**src/rtl/muldiv_ctrl_if.sv**
```systemverilog
// HI/LO unit bus: decode-side op/read channel plus the multiplier handshake.
// Latency: none (wires only).
// Backpressure: stall travels from the controller back to decode; mul_busy travels from the multiplier to the controller.
interface muldiv_ctrl_if;
    // decode -> controller
    logic        op_valid;
    logic [1:0]  op;
    logic [31:0] rs_val;
    logic [31:0] rt_val;
    logic        rd_req;
    logic        rd_sel;
    // controller -> decode
    logic [31:0] rd_data;
    logic        stall;
    logic [31:0] hi;
    logic [31:0] lo;
    // controller <-> unsigned multiplier
    logic        mul_start;
    logic [31:0] mul_a;
    logic [31:0] mul_b;
    logic        mul_busy;
    logic [63:0] mul_result;

    // Environment side: decode stage plus the multiplier.
    modport master (
        output op_valid, op, rs_val, rt_val, rd_req, rd_sel, mul_busy, mul_result,
        input  rd_data, stall, hi, lo, mul_start, mul_a, mul_b
    );

    // Controller side.
    modport slave (
        input  op_valid, op, rs_val, rt_val, rd_req, rd_sel, mul_busy, mul_result,
        output rd_data, stall, hi, lo, mul_start, mul_a, mul_b
    );
endinterface

```
**src/rtl/muldiv_ctrl.sv**
```systemverilog
// HI/LO controller: MTHI/MTLO writes, and MULT/MULTU sequencing around an external unsigned multiplier.
// Latency: MTHI/MTLO take effect the next cycle. A multiply writes HI/LO busy length + 3 cycles after ISSUE.
// Backpressure: stall is raised while not IDLE and decode is presenting an op or a read; mul_busy gates ISSUE.
module muldiv_ctrl (
    input  logic          clk,
    input  logic          reset,
    muldiv_ctrl_if.slave  bus
);
    typedef enum logic [2:0] {
        IDLE      = 3'd0,
        WAIT_FREE = 3'd1,
        ISSUE     = 3'd2,
        ARM       = 3'd3,
        RUN       = 3'd4,
        FIX       = 3'd5
    } state_t;

    localparam logic [1:0] OP_MULTU = 2'b00;
    localparam logic [1:0] OP_MULT  = 2'b01;
    localparam logic [1:0] OP_MTHI  = 2'b10;
    localparam logic [1:0] OP_MTLO  = 2'b11;

    state_t      state;
    state_t      state_nxt;
    logic [31:0] hi_q;
    logic [31:0] lo_q;
    logic [31:0] a_q;
    logic [31:0] b_q;
    logic        neg_q;
    logic [1:0]  cnt_q;
    logic        start_q;

    logic        is_mul;
    logic        is_mt;
    logic        is_signed;
    logic [31:0] abs_rs;
    logic [31:0] abs_rt;
    logic        neg_in;
    logic [63:0] fixed_prod;

    // Only ops accepted in IDLE matter; anything presented while busy is
    // held by decode under stall and re-presented once IDLE is reached.
    assign is_mul    = bus.op_valid && ((bus.op == OP_MULTU) || (bus.op == OP_MULT));
    assign is_mt     = bus.op_valid && ((bus.op == OP_MTHI) || (bus.op == OP_MTLO));
    assign is_signed = (bus.op == OP_MULT);

    // Signed multiply runs on magnitudes. Negating 0x80000000 yields 0x80000000,
    // which is the correct unsigned magnitude.
    assign abs_rs = (is_signed && bus.rs_val[31]) ? (~bus.rs_val + 32'd1) : bus.rs_val;
    assign abs_rt = (is_signed && bus.rt_val[31]) ? (~bus.rt_val + 32'd1) : bus.rt_val;
    assign neg_in = is_signed && (bus.rs_val[31] ^ bus.rt_val[31]);

    // Restore the sign of the product (two's complement over 64 bits).
    assign fixed_prod = neg_q ? (~bus.mul_result + 64'd1) : bus.mul_result;

    // State register.
    always_ff @(posedge clk) begin
        if (reset) begin
            state <= IDLE;
        end else begin
            state <= state_nxt;
        end
    end

    // Next-state logic.
    always_comb begin
        state_nxt = state;
        case (state)
            IDLE: begin
                if (is_mul) begin
                    state_nxt = bus.mul_busy ? WAIT_FREE : ISSUE;
                end
            end
            WAIT_FREE: begin
                if (!bus.mul_busy) begin
                    state_nxt = ISSUE;
                end
            end
            ISSUE: begin
                state_nxt = ARM;
            end
            ARM: begin
                // The multiplier either raises busy, or it finished with zero
                // latency and never will; the counter bounds the wait.
                if (bus.mul_busy) begin
                    state_nxt = RUN;
                end else if (cnt_q == 2'd3) begin
                    state_nxt = FIX;
                end
            end
            RUN: begin
                if (!bus.mul_busy) begin
                    state_nxt = FIX;
                end
            end
            FIX: begin
                state_nxt = IDLE;
            end
            default: begin
                state_nxt = IDLE;
            end
        endcase
    end

    // Datapath registers: operand latch, start pulse, ARM counter, HI/LO.
    always_ff @(posedge clk) begin
        if (reset) begin
            hi_q    <= 32'd0;
            lo_q    <= 32'd0;
            a_q     <= 32'd0;
            b_q     <= 32'd0;
            neg_q   <= 1'b0;
            cnt_q   <= 2'd0;
            start_q <= 1'b0;
        end else begin
            // Start is high for exactly the cycle spent in ISSUE.
            start_q <= (state_nxt == ISSUE);

            // Operands stay frozen from acceptance through RUN.
            if ((state == IDLE) && is_mul) begin
                a_q   <= abs_rs;
                b_q   <= abs_rt;
                neg_q <= neg_in;
            end

            // Holding the counter at zero outside ARM clears it on entry.
            if (state != ARM) begin
                cnt_q <= 2'd0;
            end else if (cnt_q != 2'd3) begin
                cnt_q <= cnt_q + 2'd1;
            end

            if ((state == IDLE) && is_mt) begin
                if (bus.op == OP_MTLO) begin
                    lo_q <= bus.rs_val;
                end else begin
                    hi_q <= bus.rs_val;
                end
            end else if (state == FIX) begin
                hi_q <= fixed_prod[63:32];
                lo_q <= fixed_prod[31:0];
            end
        end
    end

    // Reads see registered HI/LO, so a same-cycle MTHI/MTLO is not yet visible.
    assign bus.rd_data   = bus.rd_sel ? hi_q : lo_q;
    assign bus.stall     = (state != IDLE) && (bus.op_valid || bus.rd_req);
    assign bus.hi        = hi_q;
    assign bus.lo        = lo_q;
    assign bus.mul_start = start_q;
    assign bus.mul_a     = a_q;
    assign bus.mul_b     = b_q;
endmodule
```
**src/flat_wrapper.sv**
```systemverilog
// flat-port wrapper written by rule: the top's interface ports become plain ports
module muldiv_ctrl_flat 
  (clk, reset, bus_op_valid, bus_op, bus_rs_val, bus_rt_val, bus_rd_req, bus_rd_sel, bus_mul_busy, bus_mul_result, bus_rd_data, bus_stall, bus_hi, bus_lo, bus_mul_start, bus_mul_a, bus_mul_b);
  muldiv_ctrl_if bus_i ();
  input  logic clk;
  input  logic reset;
  input wire logic [$bits(bus_i.op_valid)-1:0] bus_op_valid;
  input wire logic [$bits(bus_i.op)-1:0] bus_op;
  input wire logic [$bits(bus_i.rs_val)-1:0] bus_rs_val;
  input wire logic [$bits(bus_i.rt_val)-1:0] bus_rt_val;
  input wire logic [$bits(bus_i.rd_req)-1:0] bus_rd_req;
  input wire logic [$bits(bus_i.rd_sel)-1:0] bus_rd_sel;
  input wire logic [$bits(bus_i.mul_busy)-1:0] bus_mul_busy;
  input wire logic [$bits(bus_i.mul_result)-1:0] bus_mul_result;
  output wire logic [$bits(bus_i.rd_data)-1:0] bus_rd_data;
  output wire logic [$bits(bus_i.stall)-1:0] bus_stall;
  output wire logic [$bits(bus_i.hi)-1:0] bus_hi;
  output wire logic [$bits(bus_i.lo)-1:0] bus_lo;
  output wire logic [$bits(bus_i.mul_start)-1:0] bus_mul_start;
  output wire logic [$bits(bus_i.mul_a)-1:0] bus_mul_a;
  output wire logic [$bits(bus_i.mul_b)-1:0] bus_mul_b;
  assign bus_i.op_valid = bus_op_valid;
  assign bus_i.op = bus_op;
  assign bus_i.rs_val = bus_rs_val;
  assign bus_i.rt_val = bus_rt_val;
  assign bus_i.rd_req = bus_rd_req;
  assign bus_i.rd_sel = bus_rd_sel;
  assign bus_i.mul_busy = bus_mul_busy;
  assign bus_i.mul_result = bus_mul_result;
  assign bus_rd_data = bus_i.rd_data;
  assign bus_stall = bus_i.stall;
  assign bus_hi = bus_i.hi;
  assign bus_lo = bus_i.lo;
  assign bus_mul_start = bus_i.mul_start;
  assign bus_mul_a = bus_i.mul_a;
  assign bus_mul_b = bus_i.mul_b;
  muldiv_ctrl u_core (.clk(clk), .reset(reset), .bus(bus_i));
endmodule
```
**config.mk**
```make
export PLATFORM = sky130hd
export DESIGN_NAME = muldiv_ctrl_flat
export DESIGN_NICKNAME = d
export VERILOG_FILES = /design/src/rtl/muldiv_ctrl_if.sv /design/src/rtl/muldiv_ctrl.sv /design/src/flat_wrapper.sv
export SDC_FILE = /design/constraint.sdc
export NUM_CORES = 1
export LEC_CHECK = 0
export CORE_MARGIN = 1.5
export CORE_UTILIZATION = 42
export CTS_CLUSTER_SIZE = 24
export DETAILED_ROUTE_END_ITERATION = 16
export PLACE_DENSITY = 0.84
export SETUP_SLACK_MARGIN = 0.1
export SYNTH_ARGS = -nofsm -noshare
export SYNTH_HDL_FRONTEND = slang
export SYNTH_SLANG_ARGS = --single-unit
```
**constraint.sdc**
```tcl
create_clock -name clk -period 2.9 [get_ports clk]
set_clock_uncertainty 0.15 [all_clocks]
set_input_delay 0.29 -clock clk [delete_from_list [all_inputs] [get_ports clk]]
set_output_delay 0.29 -clock clk [all_outputs]
set_load 0.02 [all_outputs]
```
==> results.txt, run 1 <==
- Violation count after the first detailed-routing iteration: 910
- Main flop type after synthesis: sky130_fd_sc_hd__dfxtp_1
- Worst Hold Slack: 92.5 ps
* Crit path max fanout: 8
- The via count of the first global-routing pass was 9519.
- The final max-slew violation count was 0.
- The die is 146 um wide.
- Cells with a size suffix above 1 make up 16.5% of the layout.
- The initial utilization of the core area, before any placement, comes to 42.6%.
- Number of non-filler instances in the completed layout: 1752
- Number of ports placed on the die boundary: 298
- TritonCTS clock tree: built
* Part of the power in the clock network: 38.0%
- Cell area after synthesis: 0.00857 sq mm
- On the worst path, the slowest cell contributes a delay of 710 ps.
- Total power per unit cell area: 434 mW/mm^2
* Vias per cell: 5.80
- H-Tree Depth: 4
- The cell sitting at the root of the clock tree is a sky130_fd_sc_hd__clkbuf_16.
- Global routing used 31.9% of the available tracks across all layers.
- Ys async rst share: 0%
- Sequential cells burn 35.9% of the power.
- Hold-fix buffers at CTS: 0
- Endpoint arrival time on the critical path: 3020 ps
* Fin. Hold Viols: 0
- Synth top area cells: sky130_fd_sc_hd__dfxtp_1, sky130_fd_sc_hd__xor2_1, sky130_fd_sc_hd__nor2_1
- Summed over all failing endpoints, the final setup total negative slack is 0 ps.
* Clock slew seen by the registers of the worst setup and hold paths: 60 ps
- Switching power as a share of total power: 29.4%
* Number of sinks on the clock net: 135
- Synthesis handed over a netlist of 1090 instances.
* Synth unique cells: 63
- Counting tap cells, the placed design contains a total of 1718 instances.
- Number of synthesized register bits: 135
- Portion of total power attributed to combinational logic: 26.1%
- The floorplan step defined a core boundary enclosing 0.0201 sq mm.
- Yosys printed 0 warnings.
* Total power consumption of the routed design: 0.00578 W
- STA classifies the critical path startpoint as a primary input.
* Critical path start-end classification: primary input to register
- Net switching power: 0.00170 W
- The final route contains 10200 vias.
* Port Buffers: 297
* Detailed Place HPWL: 26800 um
- Peak Freq: 352 MHz
- Once detail routing completed, the nets flagged for antenna violations numbered 0.
- The routed design has 34700 um of wire.
- Synthesized area per cell: 7.87 sq um
* Maximum clock path buffer count: 2
- Setup violations remaining at the end of the flow were counted as 0.
- Counting every net in the synthesized netlist gives 1230.
- Die span in y: 146 um
* Crit path capture type: register
* Overall die area: 0.0213 sq mm
- Initial antenna violation count: 1
- In this run the tightest slew margin relative to its limit is 38.4%.
- Largest net degree at the start of global routing: 104
- GP Congestion: 1.01
* Standard-cell row count: 52
* Overflow after GRT: 0
- In this design, the largest share of critical-path delay is due to simple AND/OR/NAND/NOR gates.
* Per-cell routed wire length: 19.8 um
* Outcome: complete, no violations
- Most common cell after layout, fill and taps aside: sky130_fd_sc_hd__clkdlybuf4s50_1
- The first global-routing pass estimated 53200 um of wire.
- RSZ-0062 raised after global routing: yes
- Worst path bufs/invs: 2
* Cell breakdown of the critical path: clkdlybuf4s50_1, or4_4, buf_4, or4_2, o41ai_1, xnor2_1, nand2_1, a311oi_1
- Crit-path slowest cell: sky130_fd_sc_hd__or4_2
- Max-cap violations in this run came to 0.
- Cell accounting for the most synthesized area: sky130_fd_sc_hd__dfxtp_1
- Internal power consumption: 0.00408 W
* Worst-margin pin slew: 920 ps
- After synthesis, the largest area contributor takes up 31.5% of total cell area.
- The routed design could run at a clock period as short as 2840 ps.
- 0 antenna diodes ended up in the layout.
* Clock buffer count from CTS: 17
* Worst-skew pair later-pin latency: 420 ps
- From synthesis to final layout, the design area changed by 55.2%.
- The final critical path takes up 98.1% of the cycle.
- Static power due to leakage: 4.75 nW
- Across the VDD grid, the largest voltage drop is 0.275 mV.
- Yosys mapped a number of flops with a built-in enable equal to 0.
- Path class of the lowest-slack min-delay path: primary input to register
- Sequential fraction of the synthesis area: 31.5%
- Remaining routing DRC violations: 0
- Final nets: 1611
- The first detailed-routing pass ran for 5 iterations.
* Data required time at the worst endpoint: 3070 ps
- Leaving out fill and tap cells, the most frequent cells in the layout are sky130_fd_sc_hd__clkdlybuf4s50_1, sky130_fd_sc_hd__nor2_1, sky130_fd_sc_hd__buf_4.
-- per-layer routing --
metal,GRT usage (%),vias up,part of all wire [%]
met5,0,-,0
met2,50.0,572,45
met1,43.5,4757,43
li1,-,4750,-
met4,11.3,0,3.1
met3,6.33,76,9.4
-- layout make-up --
cell class,instances,area [sq um]
multi-input combinational,853,5460
tap,270,338
clock inverter,9,126
timing repair buffer,444,4140
inverter,20,75.1
clock buffer,21,460
sequential,135,2700
fill,1622,6800
-- state kept, by name, indices dropped and copies added (netlist names) --
register and count:
u_core.bus.hi 32, u_core.bus.lo 32, u_core.bus.mul_a 32, u_core.bus.mul_b 32, u_core.bus.mul_start 1, u_core.cnt_q 2
u_core.neg_q 1, u_core.state 3
-- what timing repair did --
action	4_1_cts	5_1_grt
setup buffers	0	4
gates cloned	0	0
pin swaps	0	9
endpoints found under the setup margin	5	21
resized for setup	2	12
-- Yosys cell counts (all sizes together), types with 10 or more instances --
master / number
nor2: 145
dfxtp: 135
nand2: 83
clkbuf: 75
xor2: 71
a211oi: 68
a21oi: 65
o21ai: 62
xnor2: 37
nor3: 34
mux2: 32
or3: 29
o31ai: 25
or4: 23
inv: 20
o41ai: 18
nor4: 17
nand3: 16
and3: 11
mux2i: 11
o22ai: 11
a31oi: 10
or2: 10
-- final timing paths --
| check | depth (start not counted) | from | endpoint | slack [ps] |
|---|---|---|---|---|
| setup / recovery | 8 | bus_mul_result[6] | u_core.bus.lo[19]$_SDFFE_PP0P_ | 60 |
| hold / removal | 2 | reset | u_core.state[0]$_SDFF_PP0_ | 90 |
| setup reg to reg | 7 | u_core.state[0]$_SDFF_PP0_ | u_core.bus.lo[5]$_SDFFE_PP0P_ | 350 |
| hold reg to reg | 2 | u_core.bus.mul_a[0]$_SDFFE_PP0P_ | u_core.bus.mul_a[0]$_SDFFE_PP0P_ | 300 |
-- cell families after synthesis --
| family | synth area share, % |
|---|---|
| fa+ha+maj | 0.584 |
| compound gates | 23.7 |
| mux | 5.49 |
| buf+inv | 5.27 |
| xor+xnor | 11.0 |
| flops | 31.5 |
| simple gates | 22.4 |
-- metrics by stage --
step | setup WS, ps | area (sq um) | util, %
final | 55.7 | 13300 | 66.2
after global routing | -12.4 | 13300 | 66.2
after CTS | 77.3 | 13200 | 65.8
after detailed placement | -419 | 12600 | 62.9
after global placement | -367 | 12600 | 62.9
after floorplan | 64.1 | 8570 | -
-- worst reg2reg max path, delay by kind of cell, from the launching register on --
kind / cells / cell delay [ps]
AND/OR/NAND/NOR: 4 / 1330
flip-flops: 1 / 390
buffers and inverters: 1 / 320
AO/OA/AOI/OAI: 2 / 230
-- power by group through the flow --
stage | Combinational, W | Sequential (W) | Clock [W]
after global placement | 0.00146 | 0.00211 | 0
after global routing | 0.00160 | 0.00208 | 0.00228
after CTS | 0.00149 | 0.00207 | 0.00220
final | 0.00151 | 0.00207 | 0.00219
after floorplan | 0.000547 | 0.00222 | 0
after detailed placement | 0.00148 | 0.00211 | 0
Note: power is estimated with default switching activity, not from simulation.
==> inputs of run 2 (changes only) <==
--- a/constraint.sdc
+++ b/constraint.sdc
@@ -3,3 +3,3 @@
 set_input_delay 0.29 -clock clk [delete_from_list [all_inputs] [get_ports clk]]
 set_output_delay 0.29 -clock clk [all_outputs]
-set_load 0.02 [all_outputs]
+set_load 0.01 [all_outputs]
==> run 2 against run 1 <==
  * Non-clock buffer count is 2 higher
  * Clock power is 4% higher
  * Global-route usage hardly changed
  * Sequential cell count stayed put
  * Total power is 0.25% lower
  * Largest power group unchanged
==> results.txt, run 2 (synthesized netlist as in run 1, its figures left out) <==
- The run finished with clean final reports.
- Kind of start point of the critical path: primary input
- Critical path capture point: u_core.bus.hi[30]$_SDFFE_PP0P_
- The total power after layout is 0.00576 W (-0.25%).
* Maximum clock path buffer count: 2 (unchanged)
- The average wire per cell in the routed design came to 19.9 um (+0.23%).
* Fin. Hold Viols: 0 (unchanged)
* Worst-margin pin slew: 884 ps (-36.8 ps)
- The critical path goes through clkdlybuf4s50_1, or3_4, or4_4, or4_4, o41ai_4, xor2_1, a211oi_1.
- Number of ports placed on the die boundary: 298 (unchanged)
- The final critical path time including I/O delays and setup came to 2710 ps (-135 ps).
- The tree is rooted in a sky130_fd_sc_hd__clkbuf_16.
* Total of endpoints with negative setup slack in the final report: 0 (unchanged)
- The global-route usage over all layers came to 31.8% (-0.047 points).
* Number of non-filler instances in the completed layout: 1756 (+0.23%)
- The number of sinks driven by the clock tree was 135 (unchanged).
* Overall die area: 0.0213 sq mm (unchanged)
* Crit-path slowest cell: sky130_fd_sc_hd__or4_4
* Stages on the worst setup path: 7 (-1)
- The HPWL after detailed placement is 27000 um (+0.57%).
- Final Routed Wirelength: 34900 um (+0.46%)
- H-Tree Depth: 4 (unchanged)
- Port Buffers: 297 (unchanged)
- Static power due to leakage: 4.82 nW (+1.4%)
* Overflow after GRT: 0 (unchanged)
- Total power per unit cell area: 430 mW/mm^2 (-0.91%)
* Peak Freq: 369 MHz (+5.0%)
- Initial antenna violation count: 2 (+1)
- The depth of the worst register-to-register path was 7 (unchanged).
* Final worst path period share: 93.4% (-4.7 points)
* Standard-cell row count: 52 (unchanged)
- The die extent in y is 146 um (unchanged).
* Worst Setup SP: bus_mul_result[12]
- Data required time at the worst endpoint: 3090 ps (+20 ps)
- Dominant cell type by count on the critical path: sky130_fd_sc_hd__or4_4
* Number of maximum-capacitance constraint violations: 0 (unchanged)
- Antenna diodes: 0 (unchanged)
* Clock slew seen by the registers of the worst setup and hold paths: 60 ps (about the same)
- Broken down by cell family, the worst path's largest delay share belongs to simple AND/OR/NAND/NOR gates.
- The startpoint identified for the worst register-to-register timing path is u_core.state[0]$_SDFF_PP0_.
* Fraction of final layout cells sized beyond drive strength 1: 17.1% (+0.63 points)
* Vias per cell: 5.72 (-1.4%)
- Cell total after placement: 1723 (+0.29%)
- Most used cells in the layout excluding fill and tap cells: sky130_fd_sc_hd__clkdlybuf4s50_1, sky130_fd_sc_hd__buf_4, sky130_fd_sc_hd__nor2_1
* Remaining routing DRC violations: 0 (unchanged)
* Worst-skew pair later-pin latency: 430 ps (about the same)
* Worst path bufs/invs: 1 (-1)
- The worst setup path is of the primary input to register kind.
* Overall die width: 146 um (unchanged)
* Design Area, Final: 0.0134 sq mm (+0.67%)
- Effective utilization at floorplan: 42.6% (unchanged)
* Vias: 10000 (-1.2%)
- Fillers: 1642 (+1.2%)
- The instance area at placement came to 0.0127 sq mm (+0.40%).
- The number of iterations in the first detailed-routing pass is 6 (+1).
* Core Region: 0.0201 sq mm (unchanged)
* Final nets: 1613 (+0.12%)
- Synth-to-layout area growth: 56.2%
* Crit path capture type: register
- The final max-slew violation count was 0 (unchanged).
- The maximum cell stage delay along the critical path came to 600 ps (-110 ps).
- Endpoint arrival time on the critical path: 2900 ps (-120 ps)
- Violation count after the first detailed-routing iteration: 946 (+4.0%)
- Most common cell after layout, fill and taps aside: sky130_fd_sc_hd__clkdlybuf4s50_1
* Clock buffer count from CTS: 17 (unchanged)
- The post-route worst hold slack came to 209 ps (+116 ps).
* Path class of the lowest-slack min-delay path: primary input to register
- The peak fanout along the critical path came to 4 (-4).
* Tightest slew margin relative to the limit: 40.9% (+2.5 points)
- TritonCTS built the clock tree.
- The number of antenna-violating nets in the routed design came to 0 (unchanged).
* Peak supply drop: 0.306 mV (+11%)
- End of the worst register-to-register path: u_core.bus.lo[5]$_SDFFE_PP0P_
* RSZ-0062 raised after global routing: no
- The final estimated routing congestion in global placement came to 0.977 (-3.0%).
* Largest net degree at the start of global routing: 101 (-2.9%)
* Vias in the first global route: 9453 (-0.69%)
- FF-to-FF setup slack: 360 ps (about the same)
* Wire length of the first global-routing pass: 53000 um (-0.36%)
[run 2: cell types whose count changed in the layout (fill, tap and decap cells not counted), moves of 2 or more]
cell	change
sky130_fd_sc_hd__clkdlybuf4s50_1	-5
sky130_fd_sc_hd__dlymetal6s2s_1	+5
sky130_fd_sc_hd__buf_4	+2
sky130_fd_sc_hd__clkbuf_1	-2
sky130_fd_sc_hd__clkinvlp_4	+2
sky130_fd_sc_hd__nor4_1	-2
sky130_fd_sc_hd__nor4_2	+2
sky130_fd_sc_hd__o41ai_1	-2
sky130_fd_sc_hd__o41ai_2	+2
[run 2: cell type report]
type                       count  area, sq um  share of cell area [%]
clock inverter                12          150                    1.12
sequential                   135         2700                    20.2
inverter                      20         75.1                   0.560
timing repair buffer         446         4170                    31.1
multi-input combinational    853         5490                    41.0
tap                          270          338                    2.52
clock buffer                  20          467                    3.48
[run 2: through the flow]
| stage | setup slack, ps | setup TNS [ps] | utilization, % |
|---|---|---|---|
| CTS | 98.4 | 0 | 66.2 |
| floorplan | 64.1 | 0 | - |
| detailed placement | -412 | -8990 | 63.1 |
| global route | 103 | 0 | 66.6 |
| global placement | -395 | -7550 | 63.1 |
| finish | 191 | 0 | 66.6 |
[run 2: metal layers]
| layer | wire, um | global-route usage, % |
|---|---|---|
| met5 | 13 | 0 |
| met1 | 14900 | 43.6 |
| met2 | 15500 | 49.2 |
| met3 | 3370 | 6.96 |
| met4 | 1070 | 11.6 |
[run 2: how the worst min path moves through the flow]
stage / start / to / cells past startpoint
detailed placement: u_core.bus.mul_a[13]$_SDFFE_PP0P_ / u_core.bus.mul_a[13]$_SDFFE_PP0P_ / 2
finish: bus_mul_result[0] / u_core.bus.lo[0]$_SDFFE_PP0P_ / 4
CTS: reset / u_core.state[2]$_SDFF_PP0_ / 2
floorplan: bus_rs_val[0] / u_core.bus.mul_a[0]$_SDFFE_PP0P_ / 2
global placement: u_core.bus.mul_a[15]$_SDFFE_PP0P_ / u_core.bus.mul_a[15]$_SDFFE_PP0P_ / 2
global route: bus_mul_result[0] / u_core.bus.lo[0]$_SDFFE_PP0P_ / 4
[run 2: repair_timing]
action / 4_1_cts / 5_1_grt
buffers inserted: 0 / 1
hold buffers: 0 / 0
pin swaps: 4 / 10
setup endpoints to repair: 5 / 30
gates resized for setup: 3 / 21
[run 2: power by group]
part / switching [W] / internal [W]
Clock: 0.000868 / 0.00142
Combinational: 0.000682 / 0.000725
Sequential: 0.0000965 / 0.00197
[run 2: tightest hold or removal path, stage by stage]
cell and delay [ps]:
sky130_fd_sc_hd__dlymetal6s2s_1 140, sky130_fd_sc_hd__buf_4 160, sky130_fd_sc_hd__nand2_1 70, sky130_fd_sc_hd__a311oi_1 80
